$ cat src/rtl/light_sequencer.sv
// Phase controller for the traffic light: walks green/yellow/red(/walk) and
// drives the beat timer's load value and restart strobe, advancing on a fresh done.
module light_sequencer #(
  parameter logic [7:0] GREEN_TIME  = 8'd10,
  parameter logic [7:0] YELLOW_TIME = 8'd3,
  parameter logic [7:0] RED_TIME    = 8'd8,
  parameter logic [7:0] WALK_TIME   = 8'd6
) (
  input  logic       clk,
  input  logic       rst,
  input  logic       walk_req,
  input  logic       timer_done,
  output logic [7:0] timer_load,
  output logic       timer_restart,
  output logic       light_g,
  output logic       light_y,
  output logic       light_r,
  output logic       walk_on,
  output logic [1:0] phase
);

  typedef enum logic [1:0] {
    PH_GREEN  = 2'd0,
    PH_YELLOW = 2'd1,
    PH_RED    = 2'd2,
    PH_WALK   = 2'd3
  } phase_t;

  // A zero load would never produce a rising done, so it is treated as one beat.
  localparam logic [7:0] LOAD_G = (GREEN_TIME  == 8'd0) ? 8'd1 : GREEN_TIME;
  localparam logic [7:0] LOAD_Y = (YELLOW_TIME == 8'd0) ? 8'd1 : YELLOW_TIME;
  localparam logic [7:0] LOAD_R = (RED_TIME    == 8'd0) ? 8'd1 : RED_TIME;
  localparam logic [7:0] LOAD_W = (WALK_TIME   == 8'd0) ? 8'd1 : WALK_TIME;

  phase_t     r_phase;
  logic [7:0] r_load;
  logic       r_restart;
  logic       r_lightG;
  logic       r_lightY;
  logic       r_lightR;
  logic       r_walkOn;
  logic       r_walkPending;
  logic       r_armed;
  logic       r_seenLow;

  logic       w_expire;
  logic       w_walkGo;

  // Only a done that rises after this phase's restart counts as expiry.
  assign w_expire = r_armed & r_seenLow & timer_done;
  assign w_walkGo = r_walkPending | walk_req;

  always_ff @(posedge clk) begin
    if (rst) begin
      r_phase       <= PH_GREEN;
      r_load        <= LOAD_G;
      r_restart     <= 1'b1;
      r_lightG      <= 1'b1;
      r_lightY      <= 1'b0;
      r_lightR      <= 1'b0;
      r_walkOn      <= 1'b0;
      r_walkPending <= 1'b0;
      r_armed       <= 1'b0;
      r_seenLow     <= 1'b0;
    end else begin
      r_restart <= 1'b0;
      if (walk_req && (r_phase != PH_WALK)) begin
        r_walkPending <= 1'b1;
      end
      if (r_restart) begin
        r_armed   <= 1'b1;
        r_seenLow <= 1'b0;
      end else if (w_expire) begin
        r_armed   <= 1'b0;
        r_seenLow <= 1'b0;
        r_restart <= 1'b1;
        case (r_phase)
          PH_GREEN: begin
            r_phase  <= PH_YELLOW;
            r_load   <= LOAD_Y;
            r_lightG <= 1'b0;
            r_lightY <= 1'b1;
            r_lightR <= 1'b0;
            r_walkOn <= 1'b0;
          end
          PH_YELLOW: begin
            r_phase  <= PH_RED;
            r_load   <= LOAD_R;
            r_lightG <= 1'b0;
            r_lightY <= 1'b0;
            r_lightR <= 1'b1;
            r_walkOn <= 1'b0;
          end
          PH_RED: begin
            r_lightG <= ~w_walkGo;
            r_lightY <= 1'b0;
            r_lightR <= w_walkGo;
            r_walkOn <= w_walkGo;
            if (w_walkGo) begin
              r_phase <= PH_WALK;
              r_load  <= LOAD_W;
            end else begin
              r_phase <= PH_GREEN;
              r_load  <= LOAD_G;
            end
          end
          PH_WALK: begin
            r_phase       <= PH_GREEN;
            r_load        <= LOAD_G;
            r_lightG      <= 1'b1;
            r_lightY      <= 1'b0;
            r_lightR      <= 1'b0;
            r_walkOn      <= 1'b0;
            r_walkPending <= 1'b0;
          end
        endcase
      end else if (r_armed && !timer_done) begin
        r_seenLow <= 1'b1;
      end
    end
  end

  assign timer_load    = r_load;
  assign timer_restart = r_restart;
  assign light_g       = r_lightG;
  assign light_y       = r_lightY;
  assign light_r       = r_lightR;
  assign walk_on       = r_walkOn;
  assign phase         = r_phase;

endmodule
$ cat config.mk
export PLATFORM = sky130hd
export DESIGN_NAME = light_sequencer
export DESIGN_NICKNAME = d
export VERILOG_FILES = /design/src/rtl/light_sequencer.sv
export SDC_FILE = /design/constraint.sdc
export NUM_CORES = 1
export LEC_CHECK = 0
export CAP_MARGIN = 20
export CORE_MARGIN = 4
export CORE_UTILIZATION = 41
export CTS_BUF_LIST = sky130_fd_sc_hd__clkbuf_16
export CTS_CLUSTER_SIZE = 16
export DETAILED_ROUTE_END_ITERATION = 16
export HOLD_SLACK_MARGIN = 0.12
export PLACE_DENSITY_LB_ADDON = 0.05
export SLEW_MARGIN = 20
export SYNTH_ARGS = -nofsm -noshare
export SYNTH_HDL_FRONTEND = slang
export SYNTH_SLANG_ARGS = --single-unit
$ cat constraint.sdc
create_clock -name clk -period 1.5 [get_ports clk]
set_clock_uncertainty 0.05 [all_clocks]
set_input_delay 0.225 -clock clk [delete_from_list [all_inputs] [get_ports clk]]
set_output_delay 0.225 -clock clk [all_outputs]
set_load 0.02 [all_outputs]
==> impl_metrics.env, run 1 <==
export IMPL_ys_top_cells_by_count="dfxtp_1 (13), a21oi_1 (10), nand2_1 (6), buf_4 (5), nor2_1 (5)"
export IMPL_grt_pass1_vias=472
export IMPL_via_per_inst=4.81
export IMPL_r2r_cells=3
export IMPL_h_tree_depth=1
export IMPL_clk_latency_ns=0.24
export IMPL_critPathLaunchType="flip-flop"
export IMPL_io_buffers=14
export IMPL_cp_cell_sequence="clkdlybuf4s50_1"
export IMPL_setup_tns_final_ns=0
export IMPL_hold_buffers=0
export IMPL_power_mw=0.913
export IMPL_path_class="reg -> out"
export IMPL_routed_wl_um=1090
export IMPL_synth_xor_area_share=0
export IMPL_firstDrtPassIters=4
export IMPL_dp_hpwl_um=777
export IMPL_hold_viol_final=0
export IMPL_dr_first_iter_drc_count=9
export IMPL_die_w_um=44.2
export IMPL_grt_pass1_wl_um=2050
export IMPL_track_usage=0.141
export IMPL_postSynthCellCount=61
export IMPL_fp_dieH_um=44.2
export IMPL_yosysMostFrequentCell="dfxtp_1"
export IMPL_cpMaxStageDelayCell="clkdlybuf4s50_1"
export IMPL_path_clk_slew_ns=0.04
export IMPL_antennaDiodeCount=0
export IMPL_drv_slew=0
export IMPL_clock_sinks=13
export IMPL_hp_start="timer_load[2]"
export IMPL_synth_edf_count=0
export IMPL_grt_ovfl_total=0
export IMPL_outcome="finished clean"
export IMPL_leakage_nw=0.363
export IMPL_post_cts_setup_buffers=0
export IMPL_via_count=467
export IMPL_grt_setup_unrepaired="false"
export IMPL_final_setup_viol_count=0
export IMPL_yosys_warnings=0
export IMPL_cts_buffers=3
export IMPL_io_pins=19
export IMPL_antenna_found_initial=0
export IMPL_avgSynthCellArea_sq_um=8.80
export IMPL_max_stage_delay_ns=0.61
export IMPL_cts_path_max_buffers=2
export IMPL_grt_max_degree=11
export IMPL_r2r_slack_ns=0.21
export IMPL_synthesis_area_sq_um=537
export IMPL_dp_slack_ns=-0.0951
export IMPL_muxShareOfSynthArea=0
export IMPL_min_period_ns=1.47
export IMPL_drive_gt1_frac=0.169
export IMPL_setup_slack_ns=0.0347
export IMPL_instances_no_fill=97
export IMPL_synth_top_area_frac=0.485
export IMPL_row_count=12
export IMPL_fin_util=0.690
export IMPL_crit_family="buffers and inverters"
export IMPL_start_util=0.458
export IMPL_wl_per_cell_um=11.2
export IMPL_die_area_sq_um=1950
export IMPL_ys_seq_area_frac=0.485
export IMPL_async_flop_share=0
export IMPL_gp_congestion=0.835
export IMPL_yosysTopAreaCell="dfxtp_1"
export IMPL_cp_end_kind="output pin"
export IMPL_synth_compound_area_frac=0.226
export IMPL_areaGrowthSynthToFinish_pct=50.6
export IMPL_hold_path_class="reg -> reg"
export IMPL_synth_top_family_by_area="compound AO/OA/AOI/OAI gates"
export IMPL_power_density_nw_per_um2=1130
export IMPL_drc_errors=0
export IMPL_worstPathRequired_ns=1.22
export IMPL_synthFlopType="dfxtp_1"
export IMPL_placedCellCount=93
export IMPL_ir_drop_mv=0.889
export IMPL_drt_antenna_violating_nets=0
export IMPL_layout_nets=88
export IMPL_synth_area_leaders="dfxtp_1 (48%), a21oi_1 (9.3%), buf_4 (7.0%)"
export IMPL_yosys_area_share_simple=0.189
export IMPL_hold_path_end="timer_load[2]"
export IMPL_max_cap_viol_count=0
export IMPL_synth_adder_area_share=0
export IMPL_arrival_ns=1.19
export IMPL_regToRegEndpoint="timer_load[0]"
export IMPL_ys_seq_elements=13
export IMPL_core_area_sq_um=1170
export IMPL_crit_buf_inv=1
export IMPL_fmax_mhz=682
export IMPL_root_buffer="clkbuf_16"
export IMPL_hold_depth=2
export IMPL_r2r_start="timer_restart"
export IMPL_cts_tree="yes"
export IMPL_synth_distinct_cells=22
export IMPL_crit_path_max_fanout=3
export IMPL_fin_crit_sh=0.977
[worst min-delay path: cells and delay by family (launching register included)]
kind / cells / cell delay, ns
flip-flops: 1 / 0.30
AO/OA/AOI/OAI: 1 / 0.05
AND/OR/NAND/NOR: 1 / 0.05
[worst max path at each step]
stage | startpoint | to | slack, ns | cells after the start
finish | timer_load[0] | light_y | 0.03 | 1
CTS | timer_load[0] | timer_load[0] | 0.01 | 1
global route | timer_load[0] | light_y | 0.00008 | 1
floorplan | phase[1] | light_r | 0.30 | 4
detailed placement | timer_done | timer_load[0] | -0.1 | 4
global placement | timer_done | timer_load[0] | -0.04 | 4
[through the flow]
stage | hold slack, ns | area (sq um)
global placement | 0.394 | 723
detailed placement | 0.399 | 723
floorplan | 0.266 | 548
finish | 0.400 | 808
CTS | 0.405 | 801
global route | 0.423 | 808
[report_power, final]
part,internal [mW],switching (mW)
clock network,0.351,0.143
logic,0.0257,0.0301
registers,0.354,0.00792
total,0.731,0.181
[cell usage in the layout, fill, tap and decap left out]
cell,count
a2111oi_0,1
a211o_1,1
a211oi_1,1
a21o_1,1
a21oi_1,10
a2bb2oi_1,1
and4b_1,1
buf_4,9
clkbuf_16,3
clkdlybuf4s50_1,10
conb_1,4
dfxtp_1,13
dlygate4sd2_1,1
dlymetal6s2s_1,3
inv_1,1
nand2_1,6
nand2b_1,2
nand3_1,1
nand4b_2,1
nor2_1,5
nor2b_1,1
nor3_1,1
o21ai_0,4
o21ba_2,1
or3_1,1
[layout make-up]
| type | count | area [sq um] |
|---|---|---|
| sequential | 13 | 260 |
| timing repair buffer | 23 | 214 |
| tap | 14 | 17.5 |
| clock inverter | 1 | 3.75 |
| clock buffer | 3 | 75.1 |
| fill | 108 | 363 |
| multi-input combinational | 43 | 238 |
[cells by family (layout without fill, tap and decap cells)]
group,count (synthesis),after routing
other,1,4
DFF,13,13
AOI/OAI and AO/OA,20,20
buffers and inverters,8,27
and+or+nand+nor,19,19
[repair_timing]
| action | CTS | global route |
|---|---|---|
| pin swaps | 0 | 0 |
| endpoints found under the setup margin | 1 | 4 |
| resized for setup | 1 | 3 |
[registers in the layout, indices dropped and copies added, names as in the netlist]
name / count
timer_load: 4
phase: 2
light_g: 1
light_r: 1
r_armed: 1
r_seenLow: 1
r_walkPending: 1
timer_restart: 1
walk_on: 1
[routing by layer]
metal  vias up  wire length [um]  GRT usage
met2        14               437      0.215
li1        248                 -          -
met4         0                10     0.0361
met1       203               557      0.183
met5         -                 0          0
met3         2                81     0.0569
(Power assumes the default switching activity.)
==> run 2, diff against run 1 <==
--- a/config.mk
+++ b/config.mk
@@ -6,7 +6,7 @@
 export NUM_CORES = 1
 export LEC_CHECK = 0
 export CAP_MARGIN = 20
-export CORE_MARGIN = 4
+export CORE_MARGIN = 2
 export CORE_UTILIZATION = 41
 export CTS_BUF_LIST = sky130_fd_sc_hd__clkbuf_16
 export CTS_CLUSTER_SIZE = 16
==> constraint.sdc (replaced) <==
create_clock -name clk -period 1.5 [get_ports clk]
set_clock_uncertainty 0.05 [all_clocks]
set_input_delay 0.3 -clock clk [delete_from_list [all_inputs] [get_ports clk]]
set_output_delay 0.3 -clock clk [all_outputs]
set_load 0.02 [all_outputs]
==> impl_metrics.env, run 2 (same netlist as run 1, synthesis figures left out) <==
export IMPL_crit_buf_inv=2
export IMPL_drt_antenna_violating_nets=0
export IMPL_h_tree_depth=1
export IMPL_regArea_sq_um=260
export IMPL_multi_input_area_sq_um=246
export IMPL_arrival_ns=1.43
export IMPL_wl_per_cell_um=10.6
export IMPL_clkPwrFrac=0.539
export IMPL_firstDrtPassIters=4
export IMPL_n_fill_cell=119
export IMPL_die_w_um=40.2
export IMPL_outcome="finished clean"
export IMPL_gp_congestion=0.771
export IMPL_cpMaxStageDelayCell="clkdlybuf4s50_1"
export IMPL_fp_dieH_um=40.2
export IMPL_min_period_ns=1.37
export IMPL_worstPathRequired_ns=1.56
export IMPL_via_count=481
export IMPL_grt_max_degree=10
export IMPL_critPathLaunchType="input port"
export IMPL_p_comb_frac=0.061
export IMPL_antenna_found_initial=0
export IMPL_dp_hpwl_um=743
export IMPL_drive_gt1_frac=0.159
export IMPL_max_cap_viol_count=0
export IMPL_io_pins=19
export IMPL_track_usage=0.147
export IMPL_io_buffers=14
export IMPL_die_area_sq_um=1610
export IMPL_drv_slew=0
export IMPL_dpl_instance_area_sq_um=717
export IMPL_layout_nets=87
export IMPL_clk_latency_ns=0.24
export IMPL_areaGrowthSynthToFinish_pct=47.3
export IMPL_holdWs_ns=0.402
export IMPL_setup_tns_final_ns=0
export IMPL_routed_wl_um=1030
export IMPL_final_cell_mix="dfxtp_1 (13), dlygate4sd2_1 (11), a21oi_1 (10), buf_4 (8), nand2_1 (6)"
export IMPL_clock_sinks=13
export IMPL_fmax_mhz=730
export IMPL_antennaDiodeCount=0
export IMPL_via_per_inst=4.96
export IMPL_path_class="in -> reg"
export IMPL_internal_power_mw=0.731
export IMPL_hold_buffers=0
export IMPL_core_area_sq_um=1270
export IMPL_fin_crit_sh=0.913
export IMPL_swShare=0.195
export IMPL_max_stage_delay_ns=0.54
export IMPL_cp_cell_sequence="clkdlybuf4s50_1 > nand4b_4 > buf_4 > a21oi_1 > o21ai_0"
export IMPL_seqPwrFrac=0.400
export IMPL_crit_family="buffers and inverters"
export IMPL_hold_viol_final=0
export IMPL_power_density_nw_per_um2=1150
export IMPL_final_setup_viol_count=0
export IMPL_cp_end_kind="flip-flop"
export IMPL_row_count=13
export IMPL_root_buffer="clkbuf_16"
export IMPL_path_clk_slew_ns=0.04
export IMPL_start_util=0.423
export IMPL_grt_pass1_wl_um=1500
export IMPL_p_switching_mw=0.177
export IMPL_grt_setup_unrepaired="false"
export IMPL_largest_reg_flops=4
export IMPL_fin_area_sq_um=791
export IMPL_cts_tree="yes"
export IMPL_hold_path_class="reg -> reg"
export IMPL_grt_ovfl_total=0
export IMPL_ir_drop_mv=0.958
export IMPL_drc_errors=0
export IMPL_cts_path_max_buffers=2
export IMPL_crit_path_max_fanout=8
export IMPL_final_common_cell="dfxtp_1"
export IMPL_leakage_nw=0.363
export IMPL_grt_pass1_vias=369
export IMPL_cts_buffers=3
export IMPL_dr_first_iter_drc_count=6
-- run 2: power by group through the flow --
| stage | Sequential [mW] | Combinational [mW] | Clock, mW |
|---|---|---|---|
| final | 0.363 | 0.0557 | 0.489 |
| after global routing | 0.364 | 0.0611 | 0.520 |
| after CTS | 0.362 | 0.0548 | 0.500 |
| after detailed placement | 0.368 | 0.0561 | 0 |
| after global placement | 0.368 | 0.0556 | 0 |
| after floorplan | 0.370 | 0.0357 | 0 |
-- run 2: path summary, 6_finish.rpt --
kind / start / endpoint / slack, ns / cells after the start
max: timer_done / timer_load[3] / 0.13 / 5
max reg2reg: r_armed / timer_load[3] / 0.30 / 4
min reg2reg: timer_load[2] / timer_load[2] / 0.40 / 2
min: timer_load[2] / timer_load[2] / 0.40 / 2
-- run 2: timing repair --
item | CTS | global route
setup buffers | 0 | 0
gates resized for setup | 11 | 1
setup endpoints to repair | 11 | 1
-- run 2: per-layer routing --
layer / up-vias / track usage / wire length, um
met1: 223 / 0.167 / 450
met3: 0 / 0.0500 / 51
met2: 11 / 0.242 / 524
met5: - / 0 / 0
li1: 247 / - / -
met4: 0 / 0.0750 / 0
-- run 2: worst min-delay path: cells and delay by family, from the launching register on --
family,cells,cell delay [ns]
AOI/OAI and AO/OA,1,0.05
DFF,1,0.30
and+or+nand+nor,1,0.05
-- run 2: per-stage QoR --
step | cells | util | setup WS (ns) | power [mW]
2_1_floorplan | 64 | - | 0.298 | 0.406
3_3_place_gp | 93 | 0.565 | -0.129 | 0.424
3_5_place_dp | 93 | 0.565 | -0.126 | 0.424
4_1_cts | 97 | 0.616 | 0.0877 | 0.917
5_1_grt | 97 | 0.623 | 0.0508 | 0.945
6_report | 97 | 0.623 | 0.130 | 0.908
-- run 2: area by class of cell --
| cell class | instances | share of cell area |
|---|---|---|
| clock buffer | 3 | 0.0949 |
| clock inverter | 1 | 0.00475 |
| multi-input combinational | 43 | 0.312 |
| sequential | 13 | 0.329 |
| tap | 15 | 0.0237 |
| timing repair buffer | 22 | 0.236 |
==> patch: new RTL, settings of run 2 <==
Make the reset (`rst`) asynchronous in one clocked block.
--- a/src/rtl/light_sequencer.sv
+++ b/src/rtl/light_sequencer.sv
@@ -52,3 +52,3 @@
 
-  always_ff @(posedge clk) begin
+  always_ff @(posedge clk or posedge rst) begin
     if (rst) begin
Behaviour: differs if rst is asserted again (counterexample within 4 cycles, from zero or initial values and one cycle with rst high); with rst held inactive, the same outputs for 10 cycles.
==> patch against run 2 <==
- sequential power shrank 3%
- power shrank 5.3%
- sequential share of layout area grew 8.5 points
- final area grew 0.79%
- worst setup slack lost 58 ps
- highest routed layer is now met4
- critical path type is now reg2out
- synthesized area grew 1.4%
- sequential cell count is the same
- die area grew 1.3%
- synthesized cell count shrank 15%
- maximum frequency shrank 4.1%
- routed wire length shrank 5.4%
==> patch: results (changes against run 2) <==
{| class="wikitable"
! Metric !! Value
|-
| Status || completed (unchanged)
|-
| Largest driver fanout on the critical path || 2 (was 8)
|-
| Last weighted congestion value of the routability-driven placer || 0.7070 (was 0.7709)
|-
| Avg Synthesized Cell Area || 10.47 µm² (was 8.799 µm²)
|-
| Placed Cells incl. Taps || 86 (was 93)
|-
| Sequential area share after synthesis || 0.6069 (was 0.4848)
|-
| CP peak stage delay || 520 ps (was 540 ps)
|-
| Post-detailed-route wirelength per cell || 10.80 µm (was 10.59 µm)
|-
| Fill count || 116 (was 119)
|-
| Max IR drop VDD || 0.7764 mV (was 0.9576 mV)
|-
| Most frequent cells after synthesis || 9 x dfrtp_1, 8 x nor2_1, 6 x nand2_1, 5 x buf_4, 4 x dfstp_2 (was 13 x dfxtp_1, 10 x a21oi_1, 6 x nand2_1, 5 x buf_4, 5 x nor2_1)
|-
| Maximum number of pins on one net before global-route repair || 14 (was 10)
|-
| CP max-delay cell || dfstp_2 (was clkdlybuf4s50_1)
|-
| Share of final-layout standard cells stronger than drive strength 1 || 0.2400 (was 0.1585)
|-
| Worst-case setup slack after placement || -130.0 ps (was -126.3 ps)
|-
| Post-place instance area || 732.0 µm² (was 716.9 µm²)
|-
| Number of global-route vias before repair || 412 (was 369)
|-
| Setup slack on the worst flop-to-flop path || 120 ps (was 300 ps)
|-
| Type of the most critical hold path || in2async (was reg2reg)
|-
| Number of distinct library cell variants in the gate-level netlist after synthesis || 18 (was 22)
|-
| Leak || 0.4431 nW (was 0.3626 nW)
|-
| Number of nets in the final layout || 80 (was 87)
|-
| First-pass detailed-route iteration total || 2 (was 4)
|-
| Int Power || 0.7130 mW (was 0.7307 mW)
|-
| First-pass GRT wire length || 1635 µm (was 1504 µm)
|-
| Peak Freq || 700.1 MHz (was 729.8 MHz)
|-
| Total half-perimeter wirelength after legalization and detailed placement || 778.1 µm (was 742.6 µm)
|-
| Number of vias per cell || 4.667 (was 4.959)
|}
-- patch: path summary, 6_finish.rpt --
kind	from	to	cells past startpoint
min	rst	timer_load[2]$_DFFE_PP0P_	3
min reg2reg	walk_on$_DFFE_PP0P_	walk_on$_DFFE_PP0P_	2
max in group asynchronous	rst	timer_restart$_DFF_PP1_	3
max reg2reg	timer_restart$_DFF_PP1_	phase[0]$_DFFE_PP0P_	4
max	timer_load[3]$_DFFE_PP1P_	timer_load[3]	1
min in group clk	walk_on$_DFFE_PP0P_	walk_on$_DFFE_PP0P_	2
-- patch: layout make-up --
type	instances	area [µm²]	share of cell area
Clock buffer	3	75.07	0.09419
Inverter	3	11.26	0.01413
Multi-Input combinational cell	33	171.4	0.2151
Clock inverter	1	3.754	0.004710
Tap cell	15	18.77	0.02355
Timing Repair Buffer	22	186.4	0.2339
Sequential cell	13	330.3	0.4144
-- patch: logic make-up after synthesis --
| group | synth area share |
|---|---|
| AOI/OAI and AO/OA | 0.1425 |
| other | 0.006890 |
| DFF | 0.6069 |
| buffers and inverters | 0.09885 |
| and+or+nand+nor | 0.1448 |
-- patch: metal layers --
layer | GRT usage | up-vias | wire [µm]
met3 | 0.05000 | 2 | 37
li1 | - | 212 | -
met2 | 0.2579 | 10 | 472
met1 | 0.1860 | 196 | 452
met5 | 0 | - | 0
met4 | 0.1000 | 0 | 10
-- patch: through the flow --
stage          utilization  hold WS, ps  setup TNS (ps)
2_1_floorplan            -        124.1               0
3_3_place_gp        0.5769        417.2          -333.2
3_5_place_dp        0.5769        428.6          -616.0
4_1_cts             0.6282        344.0               0
5_1_grt             0.6282        382.9               0
6_report            0.6282        325.4               0
-- patch: what timing repair did --
item | in CTS | in global routing
buffers inserted | 0 | 0
resized for setup | 11 | 0
setup endpoints to repair | 11 | 0
-- patch: power by group through the flow --
stage               logic, mW  registers (mW)  clock network, mW
CTS                    0.0295           0.352              0.490
floorplan              0.0225           0.357                  0
global placement       0.0290           0.357                  0
detailed placement     0.0293           0.357                  0
global route           0.0336           0.352              0.506
finish                 0.0289           0.353              0.479
